`src/rtl/sensor_avg_filter_if.sv`:
```
// Bundle of sample-side and average-side signals for sensor_avg_filter.
// master: the sensor/consumer side that drives samples and reads the mean.
// slave : the filter itself.
interface sensor_avg_filter_if #(
    parameter int W = 5
);
    logic         clr;
    logic [W-1:0] raw;
    logic         raw_vld;
    logic [W-1:0] avg;
    logic         avg_vld;
    logic         warm;
    logic         spike;

    modport master (
        output clr, raw, raw_vld,
        input  avg, avg_vld, warm, spike
    );

    modport slave (
        input  clr, raw, raw_vld,
        output avg, avg_vld, warm, spike
    );
endinterface

```
`src/rtl/sensor_avg_filter.sv`:
```
// sensor_avg_filter: sliding-window mean of the last 2^DEPTH_LOG2 accepted
// samples, used to de-noise the input of the threshold/hysteresis FSM.
// Optional spike rejection is enabled by defining SENSOR_AVG_SPIKE_REJECT_EN.
// Without that macro every strobed sample is accepted and spike is tied low.
module sensor_avg_filter #(
    parameter int W          = 5,
    parameter int DEPTH_LOG2 = 2,
    parameter int SPIKE_TH   = 8,
    parameter int MAX_REJ    = 3
) (
    input  logic              clk,
    input  logic              rst,
    sensor_avg_filter_if.slave bus
);
    localparam int N  = 1 << DEPTH_LOG2;
    localparam int SW = W + DEPTH_LOG2;

    localparam logic [0:0] FILL = 1'b0;
    localparam logic [0:0] RUN  = 1'b1;

    localparam logic [DEPTH_LOG2-1:0] FILL_LAST = DEPTH_LOG2'(N - 1);

    // Reject configurations the datapath cannot represent.
    if (DEPTH_LOG2 < 1 || W < 1 || SPIKE_TH < 0 || MAX_REJ < 0) begin : g_bad_cfg
        $error("sensor_avg_filter: invalid parameter set");
    end

    logic [W-1:0]          win [N];
    logic [SW-1:0]         sum;
    logic [SW-1:0]         next_sum;
    logic [W-1:0]          avg_next;
    logic [DEPTH_LOG2-1:0] fill_cnt;
    logic [0:0]            state;
    logic [W-1:0]          avg_q;
    logic                  avg_vld_q;
    logic                  reject;
    logic                  accept;

    // New running sum if the current sample were pushed into the window.
    always_comb begin
        next_sum = sum + SW'(bus.raw) - SW'(win[N-1]);
        avg_next = next_sum[SW-1:DEPTH_LOG2];
        accept   = bus.raw_vld && !bus.clr && !reject;
    end

`ifdef SENSOR_AVG_SPIKE_REJECT_EN
    localparam int RW = (MAX_REJ > 0) ? $clog2(MAX_REJ + 1) : 1;

    logic signed [W:0] diff;
    logic [W:0]        mag;
    logic              out_of_range;
    logic [RW-1:0]     rej_cnt;
    logic              spike_q;

    // Distance of the raw sample from the registered mean and the reject decision.
    always_comb begin
        diff         = $signed({1'b0, bus.raw}) - $signed({1'b0, avg_q});
        mag          = diff[W] ? $unsigned(-diff) : $unsigned(diff);
        out_of_range = int'(mag) > SPIKE_TH;
        reject       = bus.raw_vld && !bus.clr && (state == RUN) && out_of_range
                       && (rej_cnt != RW'(MAX_REJ));
    end

    // Count consecutive rejected spikes; any accepted sample restarts the count.
    always_ff @(posedge clk or posedge rst) begin
        if (rst) begin
            rej_cnt <= '0;
            spike_q <= 1'b0;
        end else if (bus.clr) begin
            rej_cnt <= '0;
            spike_q <= 1'b0;
        end else begin
            spike_q <= reject;
            if (reject) begin
                rej_cnt <= rej_cnt + 1'b1;
            end else if (accept) begin
                rej_cnt <= '0;
            end
        end
    end

    assign bus.spike = spike_q;
`else
    assign reject    = 1'b0;
    assign bus.spike = 1'b0;
`endif

    // Window, running sum, fill tracking and the registered mean.
    always_ff @(posedge clk or posedge rst) begin
        if (rst) begin
            for (int i = 0; i < N; i++) begin
                win[i] <= '0;
            end
            sum       <= '0;
            fill_cnt  <= '0;
            state     <= FILL;
            avg_q     <= '0;
            avg_vld_q <= 1'b0;
        end else if (bus.clr) begin
            for (int i = 0; i < N; i++) begin
                win[i] <= '0;
            end
            sum       <= '0;
            fill_cnt  <= '0;
            state     <= FILL;
            avg_vld_q <= 1'b0;
        end else if (accept) begin
            win[0] <= bus.raw;
            for (int i = 1; i < N; i++) begin
                win[i] <= win[i-1];
            end
            sum <= next_sum;
            if (state == FILL) begin
                fill_cnt <= fill_cnt + 1'b1;
                if (fill_cnt == FILL_LAST) begin
                    state     <= RUN;
                    avg_q     <= avg_next;
                    avg_vld_q <= 1'b1;
                end else begin
                    avg_vld_q <= 1'b0;
                end
            end else begin
                avg_q     <= avg_next;
                avg_vld_q <= 1'b1;
            end
        end else begin
            avg_vld_q <= 1'b0;
        end
    end

    assign bus.avg     = avg_q;
    assign bus.avg_vld = avg_vld_q;
    assign bus.warm    = (state == RUN);
endmodule

```
`src/flat_wrapper.sv`:
```
// flat-port wrapper written by rule: the top's interface ports become plain ports
module sensor_avg_filter_flat 
#(
    parameter int W          = 5,
    parameter int DEPTH_LOG2 = 2,
    parameter int SPIKE_TH   = 8,
    parameter int MAX_REJ    = 3
)
  (clk, rst, bus_clr, bus_raw, bus_raw_vld, bus_avg, bus_avg_vld, bus_warm, bus_spike);
  sensor_avg_filter_if #(.W(W)) bus_i ();
  input  logic clk;
  input  logic rst;
  input wire logic [$bits(bus_i.clr)-1:0] bus_clr;
  input wire logic [$bits(bus_i.raw)-1:0] bus_raw;
  input wire logic [$bits(bus_i.raw_vld)-1:0] bus_raw_vld;
  output wire logic [$bits(bus_i.avg)-1:0] bus_avg;
  output wire logic [$bits(bus_i.avg_vld)-1:0] bus_avg_vld;
  output wire logic [$bits(bus_i.warm)-1:0] bus_warm;
  output wire logic [$bits(bus_i.spike)-1:0] bus_spike;
  assign bus_i.clr = bus_clr;
  assign bus_i.raw = bus_raw;
  assign bus_i.raw_vld = bus_raw_vld;
  assign bus_avg = bus_i.avg;
  assign bus_avg_vld = bus_i.avg_vld;
  assign bus_warm = bus_i.warm;
  assign bus_spike = bus_i.spike;
  sensor_avg_filter #(.W(W), .DEPTH_LOG2(DEPTH_LOG2), .SPIKE_TH(SPIKE_TH), .MAX_REJ(MAX_REJ)) u_core (.clk(clk), .rst(rst), .bus(bus_i));
endmodule
```
`config.mk`:
```
export PLATFORM = sky130hd
export DESIGN_NAME = sensor_avg_filter_flat
export DESIGN_NICKNAME = d
export VERILOG_FILES = /design/src/rtl/sensor_avg_filter_if.sv /design/src/rtl/sensor_avg_filter.sv /design/src/flat_wrapper.sv
export SDC_FILE = /design/constraint.sdc
export NUM_CORES = 1
export LEC_CHECK = 0
export BUFFER_PORTS_ARGS = -buffer_cell sky130_fd_sc_hd__buf_2
export CAP_MARGIN = 20
export CORE_MARGIN = 2
export CORE_UTILIZATION = 58
export DETAILED_ROUTE_END_ITERATION = 8
export PLACE_DENSITY = 0.88
export SETUP_SLACK_MARGIN = 0.02
export SLEW_MARGIN = 25
export SYNTH_ARGS = -nofsm -noshare
export SYNTH_HDL_FRONTEND = slang
export SYNTH_SLANG_ARGS = --single-unit
```
`constraint.sdc`:
```
create_clock -name clk -period 3.2 [get_ports clk]
set_input_delay 0.64 -clock clk [delete_from_list [all_inputs] [get_ports clk]]
set_output_delay 0.64 -clock clk [all_outputs]
set_load 0.05 [all_outputs]
```
Yosys cells after proc, flatten, opt, wreduce, memory -nomap -nowiden
Index checks and enable logic that the tools add are counted.
{"block": "classes", "n_addsub": 3, "n_eq_ne": 2, "mux": 15, "bitwise_logic": 1, "reduce_logical": 6}
{"operator": "20-bit two-way mux", "count": 2}
{"operator": "7-bit two-way mux", "count": 2}
{"operator": "5-bit two-way mux", "count": 2}
{"operator": "7-bit by 5-bit adder with 7-bit output", "count": 1}
{"operator": "7-bit by 5-bit subtractor with 7-bit output", "count": 1}
{"operator": "1-bit two-way mux", "count": 6}
{"operator": "2-bit two-way mux", "count": 3}
{"operator": "2-bit nonzero test", "count": 2}
{"operator": "3-bit AND reduction", "count": 1}
{"operator": "2-bit by 1-bit adder with 2-bit output, second input constant", "count": 1}
{"operator": "2-bit equality test, second input constant", "count": 1}
{"operator": "2-bit inequality test, second input constant", "count": 1}
{"operator": "2-bit AND reduction", "count": 1}
{"operator": "1-bit logical AND", "count": 1}
{"operator": "1-bit logical NOT", "count": 1}
{"operator": "1-bit inverter", "count": 1}
{"block": "word_totals", "register_bits": 36, "inputBits": 9, "out_inout_bits": 8}

Longest topological paths before layout
Gate-level depths: netlist (run 1).
{"block": "logic_depth", "depth_word": 5, "depth_mapped": 11}

Worst setup path after synthesis (run 1)
No wires, ideal clock.
{"block": "synth_timing", "path_kind": "input-to-reg", "from": "in bus_raw[1]", "to": "reg u_core.sum[6]", "setup_time_ns": 0.128, "arrival_time_ns": 2.590, "slack_ns": 0.482, "cell_stages": 8, "path_buffers": 0, "path_cell_list": "inv_1 > fa_1 > fa_1 > and2b_1 > o21ai_2 > o21a_2 > mux2i_1 > mux2_1"}
{"block": "synth_between", "elab_chain_len": 4}
{"element": "from (decl)", "line_no": "flat_wrapper.sv:14", "rtl": "input wire logic [$bits(bus_i.raw)-1:0] bus_raw;"}
{"element": "7-bit by 5-bit adder with 7-bit output", "line_no": "sensor_avg_filter.sv:41", "rtl": "next_sum = sum + SW'(bus.raw) - SW'(win[N-1]);"}
{"element": "7-bit by 5-bit subtractor with 7-bit output", "line_no": "sensor_avg_filter.sv:41"}
{"element": "7-bit two-way mux", "line_no": "sensor_avg_filter.sv:107", "rtl": "end else if (accept) begin"}
{"element": "7-bit two-way mux", "line_no": "sensor_avg_filter.sv:99", "rtl": "end else if (bus.clr) begin"}
{"element": "to (signal assigned)", "line_no": "sensor_avg_filter.sv:112", "rtl": "sum <= next_sum;"}
{"element": "to (decl)", "line_no": "sensor_avg_filter.sv:29", "rtl": "logic [SW-1:0] sum;"}
No other way between the ends. The select of a mux whose other input is x is not followed.
A chain may end at the register's enable or synchronous reset.

Worst setup path in the final report (run 1)
Same ends and word-level chain as after synthesis.

==> run_results.csv, run 1 <==
group,metric,value,unit
run_status,status,"finished clean",
critical_path,required,3.44,ns
synth,yosys_most_used_dff,"dfrtp_1",
global_route,grt_overflow,0,
cts,cts.sinks,36,
final_layout,drive_gt1_share,15.6,%
cts,cts_tree,"done",
global_route,grt_util_all_layers,20.7,%
die,die_area,3720,um^2
cts,numCtsBuffers,5,
synth,async_reset_ff_share,100,%
die,ioPinCount,17,
synth,ys_warn_count,0,
final_layout,nFillCells,232,
power,power_frac_seq,40.9,%
synth,ys_ff_latch,36,
power,power.density,666,nW/um^2
route,wl_per_cell,13.2,um
sta,period_minus_slack,2.60,ns
sta,worst_slew_pin_slew,0.541,ns
sta,rsz0062_at_grt,"no",
route,routed_via_density,5.06,
placed_design,place_congestion,0.767,
sta,hold_violations,0,
sta,finalCritPeriodShare,81.2,%
route,drc_errors,0,
power,p_switching,516,uW
critical_path,crit_arrival,2.84,ns
cts,post_cts_resized,0,
synth,synth_enable_flop_cells,0,
critical_path,critPathLaunchType,"input port",
synth,yosys.area.top_type,"dfrtp_1",
die,initial_core_util,61.1,%
synth,syn_area_per_cell,10.8,um^2
power,power_frac_clock,18.7,%
die,core,3080,um^2
sta,tns,0,ns
global_route,use_met2,35.8,%
cts,clk_path_buf_depth,2,
synth,synth_common_cells,"36 x dfrtp_1, 28 x nor2_1, 25 x mux2i_1",
route,dr_total_vias,1195,
route,drtPass1Iterations,4,
global_route,grt_use_met1,22.8,%
cts,cts_hold_buf,0,
synth,synthTopCellsByArea,"dfrtp_1 48%, mux2i_1 13%, nor2_1 5.6%",
power,power,1360,uW
critical_path,path_class,"input port to flop",
global_route,grt_pass1_wl,5350,um
sta,finalSetupViolCount,0,
route,wl,3110,um
synth,netlist_instances,174,
sta,max_slew_margin,63.9,%
synth,ys_seq_area_share,47.9,%
synth,netlist.area_leader.share,47.9,%
power,combPwrFrac,40.3,%
critical_path,endpoint_kind,"flop",
power,p_leak,0.00111,uW
die,fp.dieW,61.0,um
placed_design,dp_hpwl,2320,um
final_layout,nNetsFinal,213,
job,cap_violations,0,
final_layout,syn_to_final_growth,8.38,%
synth,syn_area,1880,um^2
global_route,met3_usage,6.40,%
hold_path,hold_class,"input port to async pin",
route,drt_iter0_markers,24,
sta,report.final.slew_viol_count,0,
placed_design,placement.io_buffers,15,
global_route,grt_pass1_vias,1242,
power,ir_drop,0.240,mV
global_route,grt_antenna_before_repair,0,
synth,syn-num-nets,196,
die,die_h,61.0,um
cts,postCtsSetupRepairBufs,0,
power,intPower,843,uW
cts,clk_pin_slew,0.11,ns
cts,h-tree-depth,2,
synth,yosys.cell_count.top_type,"dfrtp_1",
sta,final.setup_skew,0.00554,ns
route,ant_nets,0,
cts,insertion_delay,0.34,ns
die,core.rowCount,20,
global_route,grt_max_degree,37,
synth,ys_types,31,
cts,clock-root-buffer,"clkbuf_4",
critical_path,worst-path-max-fanout,2,
global_route,top_usage_layer,"met2",
sta,max_clock_freq,385,MHz
final_layout,diodes,0,
power,sw_frac_of_total,38.0,%
## critical path, stage by stage
cell     delay, ns
buf_2         0.09
inv_1         0.05
fa_1          0.53
fa_1          0.48
and2b_1       0.23
o21ai_2       0.06
o21a_2        0.23
mux2i_1       0.18
mux2_1        0.33
## sequential cells by signal, summed over array words and instances, names as in the netlist
register and count:
u_core.bus.avg 5, u_core.fill_cnt 2, u_core.win 20, u_core.bus.avg_vld 1
u_core.sum 7, u_core.bus.warm 1
## cell usage in the layout, fill, tap and decap left out
cell,n
dfrtp_1,36
nor2_1,28
mux2i_1,25
inv_1,23
buf_2,15
nand2_1,9
ha_1,8
xnor2_1,5
o21ai_0,5
fa_1,5
clkbuf_4,5
a211oi_1,2
a21o_1,2
a21oi_1,2
nand2b_1,2
and2b_1,2
clkinv_2,2
buf_4,2
o21ai_2,1
or2b_1,1
o22ai_1,1
o21bai_1,1
or3_1,1
o21bai_2,1
nor2b_1,1
mux2_2,1
a21oi_2,1
o21a_2,1
xnor3_1,1
mux2_1,1
conb_1,1
clkbuf_8,1
## layer usage
| layer | wire length, um | vias up |
|---|---|---|
| met5 | 0 | - |
| met4 | 91 | 0 |
| met3 | 111 | 11 |
| met2 | 1530 | 23 |
| met1 | 1380 | 572 |
| li1 | - | 589 |
## cell type report
type | instances | area, um^2 | area share, %
flip-flops and latches | 36 | 901 | 44.2
multi-input cells | 108 | 846 | 41.5
repair buffers | 17 | 90.1 | 4.42
inverters | 23 | 86.3 | 4.23
well taps | 44 | 55.1 | 2.70
clock buffers | 6 | 51.3 | 2.52
clock inverters | 2 | 10.0 | 0.491
## power by group through the flow
stage | Sequential (uW) | Clock [uW] | Combinational (uW)
after global placement | 558 | 0 | 524
after CTS | 557 | 261 | 552
after detailed placement | 566 | 0 | 548
after floorplan | 647 | 0 | 349
final | 556 | 255 | 548
after global routing | 564 | 281 | 602
## stage by stage
step / std cells / cell area (um^2) / setup WS (ns) / hold slack, ns / utilization, %
after floorplan: 174 / 1880 / 0.482 / 0.486 / -
after global placement: 228 / 1980 / 0.342 / 0.451 / 64.3
after detailed placement: 228 / 1980 / 0.225 / 0.459 / 64.3
after CTS: 236 / 2040 / 0.613 / 0.376 / 66.3
after global routing: 236 / 2040 / 0.530 / 0.391 / 66.3
final: 236 / 2040 / 0.603 / 0.369 / 66.3
## path summary, 6_finish.rpt
kind	startpoint	endpoint	slack (ns)	cells past startpoint
setup / recovery	bus_raw[1]	u_core.sum[6]	0.60	9
hold / removal	rst	u_core.win[10]	0.37	3
setup reg to reg	u_core.sum[1]	u_core.sum[6]	0.61	8
hold reg to reg	u_core.bus.avg[1]	u_core.bus.avg[1]	0.48	2
max in group asynchronous	rst	u_core.win[11]	2.52	3
min in group clk	u_core.bus.avg[1]	u_core.bus.avg[1]	0.48	2
## kinds of logic (layout without fill, tap and decap cells)
family,count (synthesis),after routing,synth area share [%]
AND/OR/NAND/NOR,44,44,9.91
flip-flops,36,36,47.9
buffers and inverters,30,48,7.18
multiplexers,27,27,14.5
AO/OA/AOI/OAI,17,17,6.18
adder cells (fa/ha/maj),13,13,10.6
XOR/XNOR,6,6,3.52
other,1,1,0.199
No activity file was read; power rests on OpenSTA's default activity.
==> inputs of run 2 (changes only) <==
--- a/config.mk
+++ b/config.mk
@@ -8,9 +8,9 @@
 export BUFFER_PORTS_ARGS = -buffer_cell sky130_fd_sc_hd__buf_2
 export CAP_MARGIN = 20
 export CORE_MARGIN = 2
-export CORE_UTILIZATION = 58
+export CORE_UTILIZATION = 53
 export DETAILED_ROUTE_END_ITERATION = 8
-export PLACE_DENSITY = 0.88
+export PLACE_DENSITY = 0.85
 export SETUP_SLACK_MARGIN = 0.02
 export SLEW_MARGIN = 25
 export SYNTH_ARGS = -nofsm -noshare
==> constraint.sdc (replaced) <==
create_clock -name clk -period 2.15 [get_ports clk]
set_input_delay 0.43 -clock clk [delete_from_list [all_inputs] [get_ports clk]]
set_output_delay 0.43 -clock clk [all_outputs]
set_load 0.05 [all_outputs]
==> run_results.csv, run 2 (synthesis results as in run 1) <==
group,metric,value,unit
run_status,status,"complete, but fails checks",
run_status,violations,"setup timing",
route,ant_nets,0,
critical_path,path_cells,"inv_1 > ha_1 > inv_1 > ha_2 > inv_2 > fa_2 > and2b_1 > o21ai_2 > o21a_2 > mux2i_1 > mux2_1",
placed_design,dp_hpwl,2470,um
placed_design,placement.io_buffers,15,
route,dr_total_vias,1307,
die,die_area,4040,um^2
route,drtPass1Iterations,4,
sta,finalSetupViolCount,7,
cts,cts_tree,"done",
job,cap_violations,0,
cts,insertion_delay,0.35,ns
critical_path,endpoint_kind,"flop",
final_layout,diodes,0,
sta,setup_ws,-0.342,ns
die,fp.dieW,63.6,um
global_route,grt_pass1_vias,1378,
final_layout,nNetsFinal,225,
final_layout,layout_commonest_cell,"dfrtp_1",
final_layout,nFillCells,256,
route,wl,3640,um
cts,cts_hold_buf,0,
route,routed_via_density,5.23,
sta,holdWs,0.153,ns
die,core,3360,um^2
route,drt_iter0_markers,76,
critical_path,path_class,"flop to flop",
placed_design,place_congestion,0.816,
critical_path,crit_arrival,2.72,ns
critical_path,critical_path.top_delay_family,"adder cells",
global_route,grt_pass1_wl,6320,um
critical_path,timing.critical_path.buf_inv,3,
critical_path,critical_path.most_common_cell,"inv_1",
critical_path,critical_path.slowest_cell,"dfrtp_1",
cts,clk_path_buf_depth,2,
route,drc_errors,0,
sta,tns,-1.33,ns
sta,report.final.slew_viol_count,0,
global_route,grt_util_all_layers,20.7,%
sta,final.setup_skew,0.0131,ns
power,p_leak,0.00118,uW
die,initial_core_util,56.0,%
cts,h-tree-depth,2,
die,ioPinCount,17,
critical_path,worst-path-max-fanout,2,
sta,period_minus_slack,2.49,ns
global_route,grt_max_degree,37,
sta,hold_violations,0,
critical_path,critPathLaunchType,"flop",
critical_path,required,2.38,ns
final_layout,layout_common_cells,"36 x dfrtp_1, 28 x nor2_1, 25 x mux2i_1, 17 x inv_1, 15 x buf_2",
power,power.density,1030,nW/um^2
die,core.rowCount,21,
route,wl_per_cell,14.6,um
cts,clk_pin_slew,0.11,ns
cts,numCtsBuffers,5,
power,power,2270,uW
cts,clock-root-buffer,"clkbuf_4",
cts,cts.sinks,36,
sta,rsz0062_at_grt,"yes",
final_layout,finalInstanceArea,2200,um^2
final_layout,ff_latch_area,901,um^2
critical_path,cp_slowest_stage_delay,0.39,ns
die,die_h,63.6,um
placed_design,placed_cell_area,2100,um^2
final_layout,largest-register,"u_core.win",
final_layout,multiInputGateArea,911,um^2
final_layout,largest_register_ffs,20,
hold_path,hold_class,"input port to async pin",
final_layout,drive_gt1_share,26.5,%
sta,max_clock_freq,401,MHz
power,ir_drop,0.520,mV
final_layout,syn_to_final_growth,17.0,%
global_route,grt_overflow,0,
sta,finalCritPeriodShare,116,%
global_route,grt_antenna_before_repair,0,
[run 2: metal layers]
layer  track usage, %  wire [um]
met5                0          0
met4             8.70        139
met3             7.14        180
met2             35.9       1890
met1             23.0       1430
[run 2: worst min-delay path: stages]
cell and delay (ns):
buf_2 0.09, inv_1 0.04, buf_4 0.38
[run 2: per-stage QoR]
| stage | util, % | std cells | worst slack, ns |
|---|---|---|---|
| after floorplan | - | 174 | -0.188 |
| after global placement | 62.3 | 240 | -0.378 |
| after detailed placement | 62.3 | 240 | -0.417 |
| after CTS | 64.9 | 250 | -0.284 |
| after global routing | 65.5 | 250 | -0.383 |
| final | 65.5 | 250 | -0.342 |
[run 2: final timing paths]
kind	cells after the start	slack, ns	end	from
hold reg to reg	2	0.47	u_core.bus.avg[1]	u_core.bus.avg[1]
max in group asynchronous	3	1.68	u_core.win[14]	rst
setup / recovery	11	-0.34	u_core.sum[6]	u_core.sum[0]
hold / removal	3	0.15	u_core.bus.avg[3]	rst
setup reg to reg	11	-0.34	u_core.sum[6]	u_core.sum[0]
min in group clk	3	0.36	u_core.win[19]	bus_raw[4]
[run 2: area by class of cell]
type	instances	share of cell area, %
Sequential cell	36	40.9
Clock buffer	8	2.67
Tap cell	46	2.61
Inverter	23	4.26
Timing Repair Buffer	29	8.18
Multi-Input combinational cell	108	41.4
[run 2: what timing repair did]
action,in CTS,in global routing
resized for setup,7,2
pin swaps,10,5
setup endpoints to repair,7,10
cloned,0,0
setup buffers,2,2
[run 2: power breakdown]
group	total [uW]	switching [uW]	internal, uW
logic	1060	587	476
clock network	378	217	161
registers	824	56.0	768
==> inputs of run 3 (changes only) <==
--- a/config.mk
+++ b/config.mk
@@ -5,12 +5,12 @@
 export SDC_FILE = /design/constraint.sdc
 export NUM_CORES = 1
 export LEC_CHECK = 0
+export ABC_AREA = 1
 export BUFFER_PORTS_ARGS = -buffer_cell sky130_fd_sc_hd__buf_2
-export CAP_MARGIN = 20
 export CORE_MARGIN = 2
-export CORE_UTILIZATION = 53
+export CORE_UTILIZATION = 52
 export DETAILED_ROUTE_END_ITERATION = 8
-export PLACE_DENSITY = 0.85
+export PLACE_DENSITY = 0.84
 export SETUP_SLACK_MARGIN = 0.02
 export SLEW_MARGIN = 25
 export SYNTH_ARGS = -nofsm -noshare
==> run_results.csv, run 3 <==
group,metric,value,unit
critical_path,worst-path-max-fanout,3,
sta,final.setup_skew,0.0142,ns
final_layout,diodes,0,
final_layout,largest-register,"u_core.win",
synth,async_reset_ff_share,100,%
critical_path,worstRegToRegCells,10,
final_layout,drive_gt1_share,17.2,%
final_layout,nNetsFinal,243,
final_layout,multiInputGateArea,738,um^2
synth,yosys_most_used_dff,"dfrtp_1",
die,die_h,63.9,um
placed_design,dp_slack,-0.0671,ns
sta,max_clock_freq,508,MHz
synth,netlist_instances,203,
placed_design,placement.io_buffers,15,
final_layout,layout_common_cells,"46 x inv_1, 38 x nand2_1, 36 x dfrtp_1, 15 x o22ai_1, 15 x buf_2",
sta,setup_ws,0.183,ns
synth,syn-num-nets,225,
sta,period_minus_slack,1.97,ns
die,core.rowCount,21,
final_layout,ff_latch_area,901,um^2
sta,rsz0062_at_grt,"no",
die,core,3390,um^2
critical_path,path_class,"flop to flop",
synth,netlist.area_leader.share,48.3,%
global_route,grt_util_all_layers,18.4,%
hold_path,hold_class,"input port to async pin",
synth,synth_enable_flop_cells,0,
die,ioPinCount,17,
synth,synth_common_cells,"46 x inv_1, 39 x nand2_1, 36 x dfrtp_1",
synth,yosys.area.top_type,"dfrtp_1",
die,fp.dieW,63.9,um
global_route,grt_overflow,0,
global_route,grt_pass1_wl,5800,um
final_layout,layout_commonest_cell,"inv_1",
placed_design,dp_hpwl,2290,um
cts,clk_path_buf_depth,2,
synth,syn_area,1870,um^2
route,wl,3110,um
run_status,status,"finished clean",
cts,h-tree-depth,2,
synth,synthTopCellsByArea,"dfrtp_1 48%, inv_1 9.3%, nand2_1 7.8%",
placed_design,placed_cell_area,1960,um^2
cts,cts.sinks,36,
synth,ys_seq_area_share,48.3,%
synth,yosys.cell_count.top_type,"inv_1",
sta,hold_violations,0,
global_route,grt_pass1_vias,1352,
cts,insertion_delay,0.35,ns
die,die_area,4080,um^2
route,dr_total_vias,1314,
final_layout,nFillCells,291,
cts,clock-root-buffer,"clkbuf_4",
global_route,grt_max_degree,37,
sta,finalSetupViolCount,0,
critical_path,required,2.44,ns
power,power.density,956,nW/um^2
synth,syn_area_per_cell,9.19,um^2
synth,ys_warn_count,0,
job,cap_violations,0,
sta,finalCritPeriodShare,91.5,%
synth,ys_types,26,
power,p_leak,0.00107,uW
critical_path,endpoint_kind,"flop",
final_layout,syn_to_final_growth,8.05,%
global_route,grt_antenna_before_repair,0,
sta,report.final.slew_viol_count,0,
route,drtPass1Iterations,4,
critical_path,critPathLaunchType,"flop",
placed_design,place_congestion,0.898,
critical_path,crit_arrival,2.26,ns
final_layout,largest_register_ffs,20,
route,routed_via_density,4.92,
synth,ys_ff_latch,36,
die,initial_core_util,55.0,%
cts,clk_pin_slew,0.11,ns
route,ant_nets,0,
route,drc_errors,0,
final_layout,finalInstanceArea,2020,um^2
route,drt_iter0_markers,92,
power,ir_drop,0.376,mV
cts,numCtsBuffers,5,
route,wl_per_cell,11.6,um
cts,cts_tree,"done",
run 3: cell types whose count changed in the layout (fill, tap and decap cells not counted), sizes merged, moves of 5 or more:
| cell | previous run | this run |
|---|---|---|
| nor2 | 28 | 7 |
| inv | 23 | 50 |
| mux2i | 25 | 0 |
| nand3 | 0 | 16 |
| buf | 29 | 16 |
| xnor2 | 5 | 0 |
| o21ai | 6 | 12 |
| o22ai | 1 | 16 |
| nand2 | 9 | 40 |
run 3: path summary, 6_finish.rpt:
kind | start | to | slack (ns)
min reg2reg | u_core.bus.avg[3] | u_core.bus.avg[3] | 0.49
max reg2reg | u_core.sum[1] | u_core.bus.avg[4] | 0.18
max | u_core.sum[1] | u_core.bus.avg[4] | 0.18
max in group asynchronous | rst | u_core.win[0] | 1.67
min in group clk | bus_raw[0] | u_core.win[15] | 0.31
min | rst | u_core.sum[0] | 0.16
run 3: area by class of cell:
class	count	area share [%]
tap	46	2.86
inverter	50	9.44
multi-input combinational	112	36.6
timing repair buffer	16	4.10
clock buffer	6	2.05
clock inverter	1	0.248
sequential	36	44.7
run 3: logic make-up after synthesis:
group                    count (synthesis)  share of synthesized area, %
AND/OR/NAND/NOR                         64                          16.2
buffers and inverters                   55                          12.8
flip-flops                              36                          48.3
AO/OA/AOI/OAI                           31                          10.3
adder cells (fa/ha/maj)                 13                          10.7
XOR/XNOR                                 2                         0.939
other                                    1                         0.201
multiplexers                             1                         0.604
run 3: metal layers:
layer  global-route usage, %  part of all wire (%)
met5                       0                     0
met2                    29.9                    47
met4                    6.52                   1.6
met1                    22.9                    47
met3                    5.99                   4.7
run 3: per-stage QoR:
step / std cells / hold slack (ns) / utilization [%] / power [uW] / TNS (ns)
2_1_floorplan: 203 / 0.463 / - / 1440 / 0
3_3_place_gp: 260 / 0.460 / 57.7 / 1560 / -0.0178
3_5_place_dp: 260 / 0.463 / 57.7 / 1590 / -0.238
4_1_cts: 267 / 0.171 / 59.1 / 1920 / 0
5_1_grt: 267 / 0.203 / 59.5 / 2070 / 0
6_report: 267 / 0.157 / 59.5 / 1930 / 0
run 3: report_power, final:
part / total (uW) / leakage [uW] / internal [uW] / switching [uW]
Sequential: 813 / 0.000483 / 768 / 45.5
Combinational: 779 / 0.000563 / 242 / 536
Clock: 336 / 0.0000281 / 120 / 216
run 3: worst max-delay path, cell delays in order, from the launching register on:
cell and delay, ns:
dfrtp_1 0.37, inv_1 0.09, fa_2 0.47, fa_2 0.41, inv_1 0.08, nand2_1 0.06
nand2_2 0.08, nand3_1 0.10, nand3_2 0.09, nand3_1 0.08, nand2_1 0.06
run 3: repair_timing:
item                                   4_1_cts  5_1_grt
hold buffers                                 0        0
endpoints found under the hold margin        0        0
setup endpoints to repair                    0        4
resized for setup                            0        4
setup buffers                                0        0
